==> config.mk <==
export PLATFORM = sky130hd
export DESIGN_NAME = program_loader_flat
export DESIGN_NICKNAME = d
export VERILOG_FILES = /design/src/rtl/program_loader_pkg.sv /design/src/rtl/program_loader_if.sv /design/src/rtl/program_loader_wr_stage.sv /design/src/rtl/program_loader.sv /design/src/flat_wrapper.sv
export SDC_FILE = /design/constraint.sdc
export NUM_CORES = 1
export LEC_CHECK = 0
export CAP_MARGIN = 10
export CORE_UTILIZATION = 55
export DETAILED_ROUTE_END_ITERATION = 12
export PLACE_DENSITY = 0.85
export SYNTH_ARGS = -nofsm -noshare
export SYNTH_HDL_FRONTEND = slang
export SYNTH_SLANG_ARGS = --single-unit
==> constraint.sdc <==
create_clock -name clk -period 4.65 [get_ports clk]
set_clock_uncertainty 0.05 [all_clocks]
set_input_delay 0.6975 -clock clk [delete_from_list [all_inputs] [get_ports clk]]
set_output_delay 0.6975 -clock clk [all_outputs]
set_load 0.005 [all_outputs]
==> src/rtl/program_loader_pkg.sv <==
// ----------------------------------------------------------------------------
// program_loader_pkg
// Shared definitions for the program loader and its write stage.
//   - state_t     : loader controller states
//   - LANES       : number of byte lanes per instruction word (48-bit word)
//   - LANE_FIRST  : first lane written for an instruction (most significant)
//   - LANE_LAST   : last lane written for an instruction (least significant)
//   - lane_strobe : converts a lane number (1..LANES) into an active-low
//                   one-hot strobe vector; bit k-1 drives ROM lane k
// Optional build macro: PROGRAM_LOADER_CHECKSUM_EN adds the S_CSUM state.
// ----------------------------------------------------------------------------
package program_loader_pkg;

    localparam int LANES = 6;

    // Lanes are filled from the most significant byte down to the least.
    localparam logic [2:0] LANE_FIRST = 3'(LANES);
    localparam logic [2:0] LANE_LAST  = 3'd1;

    localparam logic [LANES-1:0] STROBE_IDLE = '1;

    typedef enum logic [2:0] {
        S_ADDR_HI,
        S_ADDR_LO,
        S_CNT_HI,
        S_CNT_LO,
        S_DATA,
`ifdef PROGRAM_LOADER_CHECKSUM_EN
        S_CSUM,
`endif
        S_DONE
    } state_t;

    // Lane numbers outside 1..LANES produce an all-high (idle) strobe.
    function automatic logic [LANES-1:0] lane_strobe(input logic [2:0] lane);
        logic [LANES-1:0] s;
        s = STROBE_IDLE;
        for (int k = 0; k < LANES; k++) begin
            if (int'(lane) == k + 1) begin
                s[k] = 1'b0;
            end
        end
        return s;
    endfunction

endpackage

==> src/rtl/program_loader_if.sv <==
// ----------------------------------------------------------------------------
// program_loader_if
// Byte-stream link from the host to the loader (valid/ready handshake).
//   in_data  : byte from the host
//   in_valid : in_data is valid this cycle
//   in_ready : loader accepts in_data this cycle
// Modports: master = host side, slave = loader side.
// ----------------------------------------------------------------------------
interface program_loader_if;

    logic [7:0] in_data;
    logic       in_valid;
    logic       in_ready;

    modport master (output in_data, output in_valid, input in_ready);
    modport slave  (input in_data, input in_valid, output in_ready);

endinterface

==> src/rtl/program_loader_wr_stage.sv <==
// ----------------------------------------------------------------------------
// loader_wr_stage
// Registered write stage between the loader controller and program memory.
// One write request per cycle is captured and presented for exactly one
// cycle as address, data and an active-low one-hot lane strobe.
// Ports:
//   clk, _mr       : clock, asynchronous active-low reset
//   wr_en          : capture a write this cycle
//   lane           : lane number 1..LANES for the captured write
//   addr_in/data_in: address and byte to be written
//   wr_addr/wr_data: registered address/byte (hold their last value)
//   _we_lane       : active-low lane strobes, all high when idle
// ----------------------------------------------------------------------------
module loader_wr_stage
    import program_loader_pkg::*;
#(
    parameter int AWIDTH = 16
) (
    input  logic              clk,
    input  logic              _mr,
    input  logic              wr_en,
    input  logic [2:0]        lane,
    input  logic [AWIDTH-1:0] addr_in,
    input  logic [7:0]        data_in,
    output logic [AWIDTH-1:0] wr_addr,
    output logic [7:0]        wr_data,
    output logic [LANES-1:0]  _we_lane
);

    logic [AWIDTH-1:0] addr_q, addr_d;
    logic [7:0]        data_q, data_d;
    logic [LANES-1:0]  we_q,   we_d;

    // The strobe falls back to idle every cycle without a request, so each
    // write lasts exactly one cycle; address and data simply hold.
    always_comb begin
        addr_d = addr_q;
        data_d = data_q;
        we_d   = STROBE_IDLE;
        if (wr_en) begin
            addr_d = addr_in;
            data_d = data_in;
            we_d   = lane_strobe(lane);
        end
    end

    // Asynchronous reset releases the strobe immediately, aborting any
    // write that is in flight.
    always_ff @(posedge clk or negedge _mr) begin
        if (!_mr) begin
            addr_q <= '0;
            data_q <= '0;
            we_q   <= STROBE_IDLE;
        end else begin
            addr_q <= addr_d;
            data_q <= data_d;
            we_q   <= we_d;
        end
    end

    assign wr_addr  = addr_q;
    assign wr_data  = data_q;
    assign _we_lane = we_q;

endmodule

==> src/rtl/program_loader.sv <==
// ----------------------------------------------------------------------------
// program_loader
// Receives a program image over a byte link and writes it into a 6-lane
// (48-bit) instruction ROM while holding the CPU.
// Frame: addr_hi, addr_lo, count_hi, count_lo, then count*6 payload bytes
// (lane 6 first). With PROGRAM_LOADER_CHECKSUM_EN defined, a trailing byte
// equal to the XOR of all payload bytes follows and a mismatch sets err.
// Ports:
//   clk, _mr   : clock, asynchronous active-low master reset
//   host       : byte link (slave modport of program_loader_if)
//   wr_addr    : program-memory address being written
//   wr_data    : byte for the lane being written
//   _we_lane   : active-low per-lane write strobes (bit k-1 = lane k)
//   _cpu_hold  : active-low CPU hold while a load is in progress
//   done       : one-cycle pulse when a load completes
//   err        : sticky checksum-failure flag (0 without the checksum build)
// ----------------------------------------------------------------------------
module program_loader
    import program_loader_pkg::*;
#(
    parameter int AWIDTH = 16
) (
    input  logic              clk,
    input  logic              _mr,
    program_loader_if.slave   host,
    output logic [AWIDTH-1:0] wr_addr,
    output logic [7:0]        wr_data,
    output logic [LANES-1:0]  _we_lane,
    output logic              _cpu_hold,
    output logic              done,
    output logic              err
);

`ifdef PROGRAM_LOADER_CHECKSUM_EN
    localparam state_t END_STATE = S_CSUM;
`else
    localparam state_t END_STATE = S_DONE;
`endif

    state_t            state_q, state_d;
    logic [7:0]        hi_q, hi_d;
    logic [AWIDTH-1:0] addr_q, addr_d;
    logic [15:0]       count_q, count_d;
    logic [2:0]        lane_q, lane_d;
    logic              hold_q, hold_d;
`ifdef PROGRAM_LOADER_CHECKSUM_EN
    logic [7:0]        csum_q, csum_d;
    logic              err_q, err_d;
`endif

    logic accept;
    logic wr_en;

    // Gated by _mr so nothing is accepted while reset is held.
    assign host.in_ready = _mr && (state_q != S_DONE);
    assign accept        = host.in_valid && host.in_ready;

    // Next-state logic: every accepted byte advances exactly one step.
    // The high header byte is parked in hi_q and combined with the low byte.
    always_comb begin
        state_d = state_q;
        hi_d    = hi_q;
        addr_d  = addr_q;
        count_d = count_q;
        lane_d  = lane_q;
        hold_d  = hold_q;
        wr_en   = 1'b0;
`ifdef PROGRAM_LOADER_CHECKSUM_EN
        csum_d  = csum_q;
        err_d   = err_q;
`endif
        case (state_q)
            S_ADDR_HI: begin
                if (accept) begin
                    hi_d    = host.in_data;
                    hold_d  = 1'b0;
                    state_d = S_ADDR_LO;
`ifdef PROGRAM_LOADER_CHECKSUM_EN
                    csum_d  = '0;
                    err_d   = 1'b0;
`endif
                end
            end
            S_ADDR_LO: begin
                if (accept) begin
                    addr_d  = AWIDTH'({hi_q, host.in_data});
                    state_d = S_CNT_HI;
                end
            end
            S_CNT_HI: begin
                if (accept) begin
                    hi_d    = host.in_data;
                    state_d = S_CNT_LO;
                end
            end
            S_CNT_LO: begin
                if (accept) begin
                    count_d = {hi_q, host.in_data};
                    lane_d  = LANE_FIRST;
                    state_d = ({hi_q, host.in_data} == 16'd0) ? END_STATE : S_DATA;
                end
            end
            S_DATA: begin
                if (accept) begin
                    wr_en = 1'b1;
`ifdef PROGRAM_LOADER_CHECKSUM_EN
                    csum_d = csum_q ^ host.in_data;
`endif
                    // Finishing lane 1 completes an instruction word; the
                    // address wraps naturally at the top of memory.
                    if (lane_q == LANE_LAST) begin
                        lane_d  = LANE_FIRST;
                        addr_d  = addr_q + AWIDTH'(1);
                        count_d = count_q - 16'd1;
                        if (count_q == 16'd1) begin
                            state_d = END_STATE;
                        end
                    end else begin
                        lane_d = lane_q - 3'd1;
                    end
                end
            end
`ifdef PROGRAM_LOADER_CHECKSUM_EN
            S_CSUM: begin
                if (accept) begin
                    err_d   = (csum_q != host.in_data);
                    state_d = S_DONE;
                end
            end
`endif
            S_DONE: begin
                hold_d  = 1'b1;
                state_d = S_ADDR_HI;
            end
            default: begin
                state_d = S_ADDR_HI;
            end
        endcase
    end

    always_ff @(posedge clk or negedge _mr) begin
        if (!_mr) begin
            state_q <= S_ADDR_HI;
            hi_q    <= '0;
            addr_q  <= '0;
            count_q <= '0;
            lane_q  <= LANE_FIRST;
            hold_q  <= 1'b1;
`ifdef PROGRAM_LOADER_CHECKSUM_EN
            csum_q  <= '0;
            err_q   <= 1'b0;
`endif
        end else begin
            state_q <= state_d;
            hi_q    <= hi_d;
            addr_q  <= addr_d;
            count_q <= count_d;
            lane_q  <= lane_d;
            hold_q  <= hold_d;
`ifdef PROGRAM_LOADER_CHECKSUM_EN
            csum_q  <= csum_d;
            err_q   <= err_d;
`endif
        end
    end

    loader_wr_stage #(
        .AWIDTH (AWIDTH)
    ) u_wr_stage (
        .clk      (clk),
        ._mr      (_mr),
        .wr_en    (wr_en),
        .lane     (lane_q),
        .addr_in  (addr_q),
        .data_in  (host.in_data),
        .wr_addr  (wr_addr),
        .wr_data  (wr_data),
        ._we_lane (_we_lane)
    );

    assign _cpu_hold = hold_q;
    assign done      = (state_q == S_DONE);
`ifdef PROGRAM_LOADER_CHECKSUM_EN
    assign err       = err_q;
`else
    assign err       = 1'b0;
`endif

endmodule

==> src/flat_wrapper.sv <==
// flat-port wrapper written by rule: the top's interface ports become plain ports
module program_loader_flat import program_loader_pkg::*;
#(
    parameter int AWIDTH = 16
)
  (clk, _mr, wr_addr, wr_data, _we_lane, _cpu_hold, done, err, host_in_data, host_in_valid, host_in_ready);
  program_loader_if host_i ();
  input  logic clk;
  input  logic _mr;
  output logic [AWIDTH-1:0] wr_addr;
  output logic [7:0] wr_data;
  output logic [LANES-1:0] _we_lane;
  output logic _cpu_hold;
  output logic done;
  output logic err;
  input wire logic [$bits(host_i.in_data)-1:0] host_in_data;
  input wire logic [$bits(host_i.in_valid)-1:0] host_in_valid;
  output wire logic [$bits(host_i.in_ready)-1:0] host_in_ready;
  assign host_i.in_data = host_in_data;
  assign host_i.in_valid = host_in_valid;
  assign host_in_ready = host_i.in_ready;
  program_loader #(.AWIDTH(AWIDTH)) u_core (.clk(clk), ._mr(_mr), .host(host_i), .wr_addr(wr_addr), .wr_data(wr_data), ._we_lane(_we_lane), ._cpu_hold(_cpu_hold), .done(done), .err(err));
endmodule
==> results.cfg <==
[outcome]
outcome = complete, no violations

[global_routing]
grt_overflow_total = 0
grtUsageTotal_pct = 26.6
grt_pass1_vias = 3174
grt_antenna_before_repair = 0
grt_pass1_wl_um = 15400
grt_max_degree = 59

[clock_network]
cts-htree-levels = 3
cts_buffer_depth = 2
cts.root.buffer_cell = clkbuf_8
clk_latency_ns = 0.37
clk_pin_slew_ns = 0.09
post_cts_buffers = 0
cts_buffers = 9
cts_tree = done
cts_hold_buf = 0
cts_resized = 0
cts.sinks = 77

[routing]
drc = 0
vias_per_cell = 6.17
drt-initial-drc-count = 251
drtAntennaViolNets = 0
wl_met2_um = 4530
via_count = 3220
highest_layer = met4
wl_per_cell_um = 17.5
wl_met1_um = 4030
dr_wl_met3_um = 395
firstDrtPassIters = 4
drt_wl_total_um = 9130

[timing]
max_freq_mhz = 347
setup_violations = 0
relSlewSlack_pct = 27.9
holdWs_ns = 0.148
setup-tns-final_ns = 0
period_minus_slack_ns = 2.88
tightest_slew_ns = 1.07
fin_crit_sh_pct = 62.0
hold_violations = 0
drv_slew = 0
rsz0062_at_grt = false

[critical_path]
crit_path_top_delay_cell = o22ai_1
arrival_ns = 3.06
crit_required_ns = 4.83
startpoint_type = register
setup.worst_path.end_class = register
crit_family = compound AO/OA/AOI/OAI gates
r2r_start = u_core.state_q[0]
worstPathCellList = or3b_1 > buf_4 > o22ai_1 > o21ai_0 > o2bb2ai_1
crit_buf_inv = 1
startpoint = u_core.state_q[0]
crit_type = reg -> reg
max_stage_delay_ns = 0.76
worstPathMaxFanout = 24

[logic_synthesis]
synth-seq-area-share_pct = 49.0
yosysUniqueCellTypes = 57
ys.warnings.count = 0
ys_ff_latch = 77
avgSynthCellArea_um2 = 10.2
synth_area_um2 = 3960
async_flop_share_pct = 100
ys.flop_type = dfrtp_1
syn_inst = 388
synth_edf_count = 0
syn_nets = 407

[cells_and_area]
drive_gt1_share_pct = 17.1
multi_input_area_um2 = 1880
mostFrequentLayoutCells = dfrtp_1, clkdlybuf4s50_1, mux2_2
layout_commonest_cell = dfrtp_1
diodes = 0
syn2layout_area_growth_pct = 16.9
fillerInstances = 509
fin_nets = 440
ff_latch_area_um2 = 1940

[placement]
portBuffers = 43
dp_hpwl_um = 6220
gp_congestion = 0.833

[pwr]
vdd_drop_max_v = 0.000266
p_leak_nw = 1.86
comb_power_share_pct = 34.1
p_seq_share_pct = 48.2
pwr-share-clk_pct = 17.7
switching_share_pct = 39.2
p_int_mw = 1.63
powerDensity_nw_per_um2 = 580
power_switching_mw = 1.05

[die]
coreArea_um2 = 6870
start_util_pct = 57.6
row_count = 30
dieArea_um2 = 7530
io_pins = 45
die_w_um = 86.8
die_h_um = 86.8

[hold_path]
holdCritPathClass = in -> async

[flow_run]
max-cap-violations = 0
[flip-flops by register name, summed over array words and instances (netlist names)]
signal                      cells
u_core.hi_q                     8
u_core.state_q                  3
u_core.addr_q                  16
u_core.u_wr_stage.wr_data       8
u_core.u_wr_stage.wr_addr      16
u_core.u_wr_stage._we_lane      6
u_core.lane_q                   3
u_core.count_q                 16
u_core._cpu_hold                1
[layout make-up]
| cell class | instances | area share, % |
|---|---|---|
| clock inverter | 7 | 1.25 |
| timing repair buffer | 48 | 10.1 |
| multi-input combinational | 275 | 40.7 |
| clock buffer | 9 | 2.68 |
| tap | 96 | 2.60 |
| inverter | 10 | 0.812 |
| sequential | 77 | 41.9 |
[routing by layer]
layer | up-vias | global-route usage (%)
li1 | 1510 | -
met1 | 1609 | 35.4
met2 | 86 | 43.7
met3 | 15 | 3.43
met4 | 0 | 11.7
met5 | - | 0
[cell usage after synthesis (all sizes together) (2+ instances only)]
master    n  area [um^2]
o22a      5         43.8
a32oi     2         17.5
inv      10         37.5
nand2b    2         12.5
dfstp     9          236
nand3    13         65.1
nor3     15         91.3
mux2i     2         20.0
o22ai     7         43.8
o21ai    25          125
o31ai     3         22.5
a22oi     3         22.5
or3       4         25.0
nand3b    2         15.0
nand4     9         62.6
mux2     32          360
or2       2         12.5
ha        8          100
nor3b     2         20.0
clkbuf   17         63.8
o21bai    3         22.5
a2bb2oi   4         35.0
o32ai     2         17.5
a22o      2         17.5
and2      3         18.8
o21a      2         15.0
nor2     22         82.6
or4       5         37.5
o211ai    4         30.0
o2bb2ai   2         17.5
a21oi    28          140
a31oi     8         50.1
o2bb2a    3         30.0
dfrtp    68         1700
nand2    30          113
nor4      7         58.8
buf       9         50.0
[metrics by stage]
stage	util (%)	cells	power (mW)	setup slack [ns]	instance area, um^2
floorplan	-	388	1.81	2.75	3960
global placement	64.6	506	2.14	1.86	4440
detailed placement	64.6	506	2.20	1.76	4440
CTS	67.3	522	2.67	1.81	4620
global route	67.3	522	2.86	1.59	4620
finish	67.3	522	2.68	1.77	4620
[cells by family after synthesis]
family / Yosys count / synth area share [%]
adders and majority gates: 8 / 2.53
DFF: 77 / 49.0
other: 1 / 0.0948
buffers and inverters: 36 / 3.83
AOI/OAI and AO/OA: 108 / 17.6
and+or+nand+nor: 123 / 17.1
xor gates and xnor gates: 1 / 0.221
muxes: 34 / 9.62
[power by group through the flow]
stage	sequential (mW)	clock [mW]	combinational [mW]
floorplan	1.17	0	0.643
global placement	1.28	0	0.867
detailed placement	1.29	0	0.910
CTS	1.28	0.476	0.915
global route	1.33	0.503	1.02
finish	1.29	0.476	0.914
[worst paths after layout]
check                                          endpoint  slack (ns)  cells after the start
hold / removal                        u_core.addr_q[14]        0.15                      1
setup / recovery                      u_core.count_q[8]        1.77                      5
max in group asynchronous  u_core.u_wr_stage.wr_data[3]        3.38                      2
min in group clk                       u_core._cpu_hold        0.43                      2
setup reg to reg                      u_core.count_q[8]        1.77                      5
hold reg to reg                        u_core._cpu_hold        0.43                      2
No activity file was read; power rests on OpenSTA's default activity.
